[src/rtl/axis_step_driver_if.sv]
// rtl/axis_step_driver_if.sv - command/status bundle between motion control and one axis step driver
//
// Purpose: groups the per-axis command inputs and step/status outputs.
// Signals:
//   enable, cmd_pos, cmd_neg : motion commands into the driver
//   step, dir                : registered pulse/direction to the motor driver
//   busy, fault              : driver activity and conflicting-command flag
//   position, at_min, at_max : axis position counter and soft-limit flags
// Modports: master = command source, slave = axis_step_driver.

interface axis_step_driver_if;
  logic        enable;
  logic        cmd_pos;
  logic        cmd_neg;
  logic        step;
  logic        dir;
  logic        busy;
  logic [15:0] position;
  logic        at_min;
  logic        at_max;
  logic        fault;

  modport master (
    output enable, cmd_pos, cmd_neg,
    input  step, dir, busy, position, at_min, at_max, fault
  );

  modport slave (
    input  enable, cmd_pos, cmd_neg,
    output step, dir, busy, position, at_min, at_max, fault
  );
endinterface

[src/rtl/axis_step_driver.sv]
// rtl/axis_step_driver.sv - stepper step/dir generator with position counter, soft limits and reversal dead time
//
// Purpose: converts positive/negative direction commands into fixed-period
// step pulses, tracks the axis position and keeps it inside [POS_MIN, POS_MAX].
// Ports:
//   clk  : system clock, rising edge
//   rst  : synchronous active-high reset
//   bus  : axis_step_driver_if.slave (enable/cmd_pos/cmd_neg in;
//          step/dir/busy/position/at_min/at_max/fault out)

module axis_step_driver #(
  parameter int CLK_DIV  = 50000,
  parameter int PULSE_W  = 100,
  parameter int DEADTIME = 25000,
  parameter int POS_MIN  = 0,
  parameter int POS_MAX  = 180,
  parameter int POS_INIT = 15
) (
  input logic               clk,
  input logic               rst,
  axis_step_driver_if.slave bus
);

  // One shared counter times every state, so it is sized for the longest one.
  localparam int CNT_TOP = (CLK_DIV > DEADTIME) ? CLK_DIV : DEADTIME;
  localparam int CW      = $clog2(CNT_TOP);

  localparam logic [CW-1:0] HI_LAST = CW'(PULSE_W - 1);
  localparam logic [CW-1:0] LO_LAST = CW'(CLK_DIV - PULSE_W - 1);
  localparam logic [CW-1:0] DT_LAST = CW'(DEADTIME - 1);

  localparam logic [15:0] PMIN  = 16'(POS_MIN);
  localparam logic [15:0] PMAX  = 16'(POS_MAX);
  localparam logic [15:0] PINIT = 16'(POS_INIT);

  typedef enum logic [1:0] {
    IDLE,
    REVERSE,
    STEP_HI,
    STEP_LO
  } state_t;

  state_t        state, state_nxt;
  logic [CW-1:0] cnt, cnt_nxt;
  logic          step_q, step_nxt;
  logic          dir_q, dir_nxt;
  logic [15:0]   pos_q, pos_nxt;
  logic          fault_q;

  logic at_min, at_max;
  logic req_pos, req_neg;
  logic go_same, go_rev;

  assign at_min = (pos_q == PMIN);
  assign at_max = (pos_q == PMAX);

  // A request must be unambiguous and must not push past the soft limit.
  assign req_pos = bus.enable & bus.cmd_pos & ~bus.cmd_neg & ~at_max;
  assign req_neg = bus.enable & bus.cmd_neg & ~bus.cmd_pos & ~at_min;

  // Relative to the direction currently driven on dir.
  assign go_same = dir_q ? req_pos : req_neg;
  assign go_rev  = dir_q ? req_neg : req_pos;

  always_comb begin
    state_nxt = state;
    cnt_nxt   = cnt + CW'(1);
    step_nxt  = step_q;
    dir_nxt   = dir_q;
    pos_nxt   = pos_q;

    case (state)
      IDLE: begin
        cnt_nxt  = '0;
        step_nxt = 1'b0;
        if (go_same) begin
          state_nxt = STEP_HI;
          step_nxt  = 1'b1;
        end else if (go_rev) begin
          state_nxt = REVERSE;
          dir_nxt   = ~dir_q;
        end
      end

      REVERSE: begin
        // dir already holds the new direction, so go_same tests the new one.
        if (cnt == DT_LAST) begin
          cnt_nxt = '0;
          if (go_same) begin
            state_nxt = STEP_HI;
            step_nxt  = 1'b1;
          end else begin
            state_nxt = IDLE;
          end
        end
      end

      STEP_HI: begin
        if (cnt == HI_LAST) begin
          state_nxt = STEP_LO;
          cnt_nxt   = '0;
          step_nxt  = 1'b0;
          // Limit was checked before the pulse started; the guard only
          // keeps the counter inside range if parameters are inconsistent.
          if (dir_q) begin
            if (pos_q != PMAX) pos_nxt = pos_q + 16'd1;
          end else begin
            if (pos_q != PMIN) pos_nxt = pos_q - 16'd1;
          end
        end
      end

      STEP_LO: begin
        if (cnt == LO_LAST) begin
          cnt_nxt = '0;
          if (go_same) begin
            state_nxt = STEP_HI;
            step_nxt  = 1'b1;
          end else if (go_rev) begin
            state_nxt = REVERSE;
            dir_nxt   = ~dir_q;
          end else begin
            state_nxt = IDLE;
          end
        end
      end

      default: begin
        state_nxt = IDLE;
        cnt_nxt   = '0;
        step_nxt  = 1'b0;
      end
    endcase
  end

  always_ff @(posedge clk) begin
    if (rst) begin
      state   <= IDLE;
      cnt     <= '0;
      step_q  <= 1'b0;
      dir_q   <= 1'b1;
      pos_q   <= PINIT;
      fault_q <= 1'b0;
    end else begin
      state   <= state_nxt;
      cnt     <= cnt_nxt;
      step_q  <= step_nxt;
      dir_q   <= dir_nxt;
      pos_q   <= pos_nxt;
      fault_q <= bus.cmd_pos & bus.cmd_neg;
    end
  end

  assign bus.step     = step_q;
  assign bus.dir      = dir_q;
  assign bus.busy     = (state != IDLE);
  assign bus.position = pos_q;
  assign bus.at_min   = at_min;
  assign bus.at_max   = at_max;
  assign bus.fault    = fault_q;

endmodule

[src/flat_wrapper.sv]
// flat-port wrapper written by rule: the top's interface ports become plain ports
module axis_step_driver_flat 
#(
  parameter int CLK_DIV  = 50000,
  parameter int PULSE_W  = 100,
  parameter int DEADTIME = 25000,
  parameter int POS_MIN  = 0,
  parameter int POS_MAX  = 180,
  parameter int POS_INIT = 15
)
  (clk, rst, bus_enable, bus_cmd_pos, bus_cmd_neg, bus_step, bus_dir, bus_busy, bus_position, bus_at_min, bus_at_max, bus_fault);
  axis_step_driver_if bus_i ();
  input logic clk;
  input logic rst;
  input wire logic [$bits(bus_i.enable)-1:0] bus_enable;
  input wire logic [$bits(bus_i.cmd_pos)-1:0] bus_cmd_pos;
  input wire logic [$bits(bus_i.cmd_neg)-1:0] bus_cmd_neg;
  output wire logic [$bits(bus_i.step)-1:0] bus_step;
  output wire logic [$bits(bus_i.dir)-1:0] bus_dir;
  output wire logic [$bits(bus_i.busy)-1:0] bus_busy;
  output wire logic [$bits(bus_i.position)-1:0] bus_position;
  output wire logic [$bits(bus_i.at_min)-1:0] bus_at_min;
  output wire logic [$bits(bus_i.at_max)-1:0] bus_at_max;
  output wire logic [$bits(bus_i.fault)-1:0] bus_fault;
  assign bus_i.enable = bus_enable;
  assign bus_i.cmd_pos = bus_cmd_pos;
  assign bus_i.cmd_neg = bus_cmd_neg;
  assign bus_step = bus_i.step;
  assign bus_dir = bus_i.dir;
  assign bus_busy = bus_i.busy;
  assign bus_position = bus_i.position;
  assign bus_at_min = bus_i.at_min;
  assign bus_at_max = bus_i.at_max;
  assign bus_fault = bus_i.fault;
  axis_step_driver #(.CLK_DIV(CLK_DIV), .PULSE_W(PULSE_W), .DEADTIME(DEADTIME), .POS_MIN(POS_MIN), .POS_MAX(POS_MAX), .POS_INIT(POS_INIT)) u_core (.clk(clk), .rst(rst), .bus(bus_i));
endmodule
[config.mk]
export PLATFORM = sky130hd
export DESIGN_NAME = axis_step_driver_flat
export DESIGN_NICKNAME = d
export VERILOG_FILES = /design/src/rtl/axis_step_driver_if.sv /design/src/rtl/axis_step_driver.sv /design/src/flat_wrapper.sv
export SDC_FILE = /design/constraint.sdc
export NUM_CORES = 1
export LEC_CHECK = 0
export ABC_AREA = 1
export BUFFER_PORTS_ARGS = -buffer_cell sky130_fd_sc_hd__buf_2
export CAP_MARGIN = 15
export CELL_PAD_IN_SITES_DETAIL_PLACEMENT = 0
export CELL_PAD_IN_SITES_GLOBAL_PLACEMENT = 1
export CORE_ASPECT_RATIO = 0.8
export CORE_MARGIN = 8
export CORE_UTILIZATION = 43
export DETAILED_ROUTE_END_ITERATION = 10
export GPL_TIMING_DRIVEN = 0
export PLACE_DENSITY_LB_ADDON = 0.05
export SLEW_MARGIN = 15
export SYNTH_ARGS = -nofsm -noshare
export SYNTH_HDL_FRONTEND = slang
export SYNTH_SLANG_ARGS = --single-unit
[constraint.sdc]
create_clock -name clk -period 2.7 [get_ports clk]
set_input_delay 0 -clock clk [delete_from_list [all_inputs] [get_ports clk]]
set_output_delay 0 -clock clk [all_outputs]
set_load 0.01 [all_outputs]
==> impl_results.md, run 1 <==
- Root Buffer: clkbuf_8
- Remaining global-route overflow: 0
- I/O Buffers: 25
- Final ANT Viol Nets: 0
- Initial antenna violation count: 0
- Synth top area share: about 27%
- VDD IR-drop max: roughly 0.52 mV
- Core area: 0.00631 mm^2
- Clock Skew: 9.00 ps
- Pwr Density: 630 mW/mm^2
- Synthesis Warnings: 0
- Final #Nets: 473
- Arr. time, crit path: 2550 ps
- Cell variety after synth: 38
- Vias per cell: around 5
- Syn_area_per_cell: roughly 6.7 um^2
- Setup Crit Path Kind: reg -> reg
- I/O Pins: 27
- Min Tclk post-route: 2400 ps
- Final setup fails: 0
- Fmax: 417 MHz
- Crit. End Element: flop
- CP cell instances: inv_1 > ha_1 > a21oi_1 > o21ai_0 > a21oi_1 > nand2_1 > xor2_1 > nand2_1 > a21oi_1
- Final Wtd Congestion: 0.856
- Synth area leader: dfxtp_1
- Final Hold Viols: 0
- Area of the multi-input gates: 0.00183 mm^2
- First-pass GRT wire length: ~12000 um
- CTS tree: built
- Die ar.: 0.00926 mm^2
- Worst Hold Class: in -> reg
- Total track usage: between 10% and 20%
- Vias in the first global route: 2419
- RSZ-0062 raised after global routing: false
- Status: finished, final reports clean
- Drt pass-1 iters: 4
- WL final: around 7000 um
- Final Total Pwr: just under 0.002 W
- Wire per inst: 13.3 um
- Setup TNS: 0 ps
- Yosys reg bits: 37
- Seq/Total Area, Yosys: around 27%
- CTS Buf Count: 5
- Inserted Diodes: 0
- Post-synthesis cell area: 0.00276 mm^2
- Initial Utilization: about 44%
- Reg power frac: between 30% and 40%
- Relative slew slack: between 50% and 60%
- Worst-skew pair later-pin latency: 290 ps
- Max Cap Viol: 0
- Pleak: 1.45 nW
- Mapped Nets: 439
- Die height: 87.7 um
- Startpoint Class: flop
- Final HPWL DP: 5550 um
- Clock-pin slew on the worst setup and hold paths: 70 ps
- Pin count of the biggest net entering global routing: 21
- Largest stage delay on the critical path: 530 ps
- Clock sinks: 37
- Max-slew violations: 0
- Final period util: 88.8%
- Most frequent CP cell: a21oi_1
- Combinational fraction of design power: between 40% and 50%
- CTS max path bufs: 2
- Number of remaining DRC errors: 0
- Share of layout cells above drive strength 1: 13.2%
- Initial DRC count: about 180
- Critical path data required time: 2850 ps
- Syn-to-layout area delta: 13.3%
- Filler Cell Count: 702
- CP max stage cell: inv_1
- Sequential Area: between 700 and 800 um^2
- H-tree depth: 2
- Top cells by area, synth: dfxtp_1 27%, nand2_1 14%, ha_1 9.5%
- Slew @ Worst Pin: 708 ps
- Vias: 2642
- Cells after Synth: 412
- Switching Fraction: 39.5%
- Die W: 106 um
- Pint: 0.00119 W
- Crit Path Max Fanout: 20
- Clock share of power: 25.6%
- Switching pwr: 0.000777 W
- Row Count: 26
## cells by family (layout without fill, tap and decap cells)
logic type | Yosys count | count (layout) | synth area share (%)
AOI/OAI and AO/OA | 62 | 62 | 12.4
xor gates and xnor gates | 18 | 18 | 5.71
adders and majority gates | 22 | 22 | 10.2
buffers and inverters | 49 | 84 | 7.02
DFF | 37 | 37 | 26.8
and+or+nand+nor | 224 | 224 | 37.8
## sequential cells by signal (all words and copies together) (netlist names), named ones only
register	flops
u_core.bus.step	1
u_core.bus.dir	1
u_core.bus.fault	1
u_core.state	1
u_core.cnt	16
u_core.bus.position	16
## power by group through the flow
stage | registers [W] | logic (W) | clock network (W)
3_5_place_dp | 0.000619 | 0.000855 | 0
5_1_grt | 0.000611 | 0.000991 | 0.000543
4_1_cts | 0.000606 | 0.000864 | 0.000523
6_report | 0.000607 | 0.000859 | 0.000503
3_3_place_gp | 0.000618 | 0.000846 | 0
2_1_floorplan | 0.000619 | 0.000681 | 0
## repair_timing
item | 4_1_cts | 5_1_grt
resized for setup | 0 | 0
hold buffers | 2 | 0
buffers inserted | 0 | 0
hold endpoints to repair | 1 | 0
## routing by layer
metal / GRT usage, % / share of wire [%] / up-vias
met5: 0 / 0 / -
met4: 3.44 / 0.92 / 0
met3: 3.16 / 5.1 / 9
met2: 22.7 / 38 / 59
met1: 23.0 / 56 / 1151
li1: - / - / 1423
## synthesized netlist by cell type (all sizes together)
cell	count
a21o	2
a21oi	38
a31oi	3
and2	1
and3	1
buf	3
clkbuf	3
dfxtp	37
fa	1
ha	21
inv	43
nand2	104
nand3	32
nand3b	1
nand4	7
nor2	60
nor3	10
nor3b	2
nor4	5
o21a	4
o21ai	13
o21bai	1
o32ai	1
or2	1
xnor2	5
xor2	13
## worst max-delay path: cells and delay by family, from the launching register on
family	cells	cell delay, ps
fa+ha+maj	1	440
xor+xnor	1	160
compound gates	4	600
simple gates	2	180
buf+inv	1	530
flops	1	350
## final timing paths
path | from | to | slack (ps) | depth (start not counted)
worst max-delay path | u_core.bus.dir$_SDFFE_PP1P_ | u_core.bus.position[13]$_SDFFE_PP0P_ | 300 | 9
worst min-delay path | rst | u_core.bus.dir$_SDFFE_PP1P_ | 220 | 3
worst max register to register | u_core.bus.dir$_SDFFE_PP1P_ | u_core.bus.position[13]$_SDFFE_PP0P_ | 300 | 9
worst min register to register | u_core.cnt[0]$_SDFF_PP0_ | u_core.cnt[0]$_SDFF_PP0_ | 450 | 1
## layout by cell type (no fill, tap or decap), drive strengths merged
| master | instances |
|---|---|
| o32ai | 1 |
| a21o | 2 |
| o21bai | 1 |
| and3 | 1 |
| dlygate4sd3 | 2 |
| nor2 | 60 |
| o21ai | 13 |
| buf | 28 |
| bufinv | 1 |
| nand3 | 32 |
| nor4 | 5 |
| nand2 | 104 |
| nor3b | 2 |
| and2 | 1 |
| inv | 43 |
| nand3b | 1 |
| o21a | 4 |
| a21oi | 38 |
| clkbuf | 10 |
| ha | 21 |
| nand4 | 7 |
| or2 | 1 |
| xnor2 | 5 |
| fa | 1 |
| dfxtp | 37 |
| nor3 | 10 |
| a31oi | 3 |
| xor2 | 13 |
## area by class of cell
class | instances | share of cell area (%)
inverters | 43 | 5.16
clock inverters | 1 | 0.960
flip-flops and latches | 37 | 23.7
well taps | 84 | 3.36
clock buffers | 7 | 2.76
multi-input cells | 326 | 58.4
repair buffers | 27 | 4.64
plain buffers | 6 | 1.04
## metrics by stage
step                      area (um^2)  util, %  setup slack (ps)  cells  hold WS [ps]
after floorplan                  2760        -               696    412           134
after global placement           2990     47.4               357    521           262
after detailed placement         2990     47.4               336    521           263
after CTS                        3130     49.6               312    531           219
after global routing             3130     49.6              83.8    531           293
final                            3130     49.6               304    531           217
(Power assumes the default switching activity.)
==> run 2: changes to the inputs <==
REMOVE_ABC_BUFFERS = 1   (was not set)
==> impl_results.md, run 2 (synthesized netlist as in run 1, its figures left out) <==
- Max Cap Viol: 0 (unchanged)
- Initial antenna violation count: 0 (unchanged)
- Pwr Density: 606 mW/mm^2 (was 630 mW/mm^2)
- Vias in the first global route: 2525 (was 2419)
- CTS Buf Count: 5 (unchanged)
- Crit. End Element: flop (unchanged)
- Final Wtd Congestion: 0.810 (was 0.856)
- Drt pass-1 iters: 4 (unchanged)
- Startpoint Class: flop (unchanged)
- Status: finished, final reports clean (unchanged)
- Clock sinks: 37 (unchanged)
- Root Buffer: clkbuf_8 (unchanged)
- Fmax: 438 MHz (was 417 MHz)
- Switching Fraction: 42.4% (was 39.5%)
- Remaining global-route overflow: 0 (unchanged)
- Commonest non-fill, non-tap cell in the layout: nand2_1 (unchanged)
- Pleak: 1.41 nW (was 1.45 nW)
- Min Tclk post-route: 2280 ps (was 2400 ps)
- Switching pwr: 0.000791 W (was 0.000777 W)
- Crit path launch: u_core.bus.dir$_SDFFE_PP1P_ (unchanged)
- Clock-pin slew on the worst setup and hold paths: 80 ps (was 70 ps)
- WL final: 6950 um (was 7050 um)
- Initial DRC count: 147 (was 184)
- Final HPWL DP: 5390 um (was 5550 um)
- R2R Path Start: u_core.bus.dir$_SDFFE_PP1P_ (unchanged)
- H-tree depth: 2 (unchanged)
- Syn-to-layout area delta: 11.5% (was 13.3%)
- Worst-skew pair later-pin latency: 290 ps (about the same)
- Final Total Pwr: 0.00187 W (was 0.00197 W)
- Initial Utilization: 43.8% (unchanged)
- Arr. time, crit path: 2510 ps (was 2550 ps)
- Final #Nets: 469 (was 473)
- Worst Hold Class: in -> reg (unchanged)
- Pint: 0.00107 W (was 0.00119 W)
- Vias per cell: 4.94 (was 4.98)
- Setup TNS: 0 ps (unchanged)
- Reg power frac: 34.1% (was 30.8%)
- Hold wc startpoint: rst (unchanged)
- Share of layout cells above drive strength 1: 13.1% (was 13.2%)
- CTS max path bufs: 2 (unchanged)
- Final setup fails: 0 (unchanged)
- Setup Crit Path Kind: reg -> reg (unchanged)
- Final ANT Viol Nets: 0 (unchanged)
- Core area: 0.00631 mm^2 (unchanged)
- RSZ-0062 raised after global routing: false (unchanged)
- Commonest cells after routing, fill and taps aside: 100 x nand2_1, 52 x nor2_1, 37 x inv_1, 37 x a21oi_1, 36 x dfxtp_1 (was 100 x nand2_1, 52 x nor2_1, 38 x inv_1, 37 x a21oi_1, 37 x dfxtp_1)
- Cell area after layout: 0.00308 mm^2 (was 0.00313 mm^2)
- Filler Cell Count: 689 (was 702)
- Die W: 106 um (unchanged)
- CTS tree: built (unchanged)
- Max-slew violations: 0 (unchanged)
- Clock Skew: 5.96 ps (was 9.00 ps)
- Total track usage: 15.5% (was 15.7%)
- Inserted Diodes: 0 (unchanged)
- Final Hold Viols: 0 (unchanged)
- Wire per inst: 13.2 um (was 13.3 um)
- Number of remaining DRC errors: 0 (unchanged)
- Clock share of power: 21.0% (was 25.6%)
- Slew @ Worst Pin: 428 ps (was 708 ps)
- Critical path data required time: 2930 ps (was 2850 ps)
- Setup Buffers After CTS: 0 (unchanged)
- Pin count of the biggest net entering global routing: 20 (was 21)
- I/O Buffers: 26 (was 25)
- I/O Pins: 27 (unchanged)
- Row Count: 26 (unchanged)
- First-pass GRT wire length: 11900 um (was 11800 um)
- Relative slew slack: 71.5% (was 52.7%)
- Final period util: 84.5% (was 88.8%)
- Die ar.: 0.00926 mm^2 (unchanged)
- Combinational fraction of design power: 44.9% (was 43.6%)
- DP Area: 0.00296 mm^2 (was 0.00299 mm^2)
- Crit Path Max Fanout: 14 (was 20)
- Final core occ: 48.8% (was 49.6%)
- Die height: 87.7 um (unchanged)
- Vias: 2604 (was 2642)
- VDD IR-drop max: 0.346 mV (was 0.517 mV)
==> run 2: cell count changes in the layout (fill, tap and decap cells not counted) <==
| cell | change |
|---|---|
| inv_1 | -1 |
| dfxtp_4 | +1 |
| buf_2 | -1 |
| bufinv_16 | -1 |
| buf_6 | -1 |
| clkbuf_1 | -1 |
| clkinvlp_4 | +2 |
| clkbuf_8 | -1 |
| dfxtp_1 | -1 |
==> run 2: final timing paths <==
kind	cells after the start	slack, ps	to
min reg2reg	1	440	u_core.cnt[0]$_SDFF_PP0_
max reg2reg	10	420	u_core.bus.position[14]$_SDFFE_PP0P_
max	10	420	u_core.bus.position[14]$_SDFFE_PP0P_
min	2	130	u_core.state[0]$_SDFFE_PP0P_
==> run 2: metal layers <==
layer | vias to the layer above | part of all wire [%] | track usage, %
met4 | 0 | 0.93 | 3.44
met3 | 8 | 5.3 | 3.16
li1 | 1414 | - | -
met1 | 1134 | 56 | 23.5
met2 | 48 | 37 | 21.4
met5 | - | 0 | 0
==> run 2: stage by stage <==
step | std cells | setup slack, ps | hold WS (ps)
2_1_floorplan | 406 | 451 | 62.4
3_3_place_gp | 516 | 77.2 | 258
3_5_place_dp | 516 | 5.21 | 281
4_1_cts | 527 | 291 | 123
5_1_grt | 527 | 164 | 147
6_report | 527 | 418 | 132
==> run 2: cell type report <==
type	instances	area [um^2]	area share (%)
tap	84	105	3.41
timing repair buffer	28	150	4.88
multi-input combinational	326	1830	59.3
clock buffer	8	80.1	2.60
inverter	43	165	5.36
timing repair inverter	1	7.51	0.244
sequential	37	744	24.2
==> run 2: critical path, stage by stage, from the launching register on <==
cell and delay, ps:
dfxtp_4 470, clkinvlp_4 270, ha_1 420, nand2_1 70, o21ai_1 300, nand2_1 80, nand2_1 140, nand3_1 110
a21oi_1 160, nor2_1 60, a21oi_1 120
==> run 2: what timing repair did <==
item	4_1_cts	5_1_grt
resized for setup	2	2
cloned	1	0
hold buffers	2	0
endpoints found under the hold margin	1	0
endpoints found under the setup margin	2	2
==> run 2: power groups by stage <==
stage,sequential (W),combinational (W),clock [W]
after floorplan,0.000629,0.000657,0
after global placement,0.000635,0.000824,0
after detailed placement,0.000638,0.000832,0
after CTS,0.000632,0.000844,0.000406
after global routing,0.000646,0.000960,0.000427
final,0.000636,0.000838,0.000392
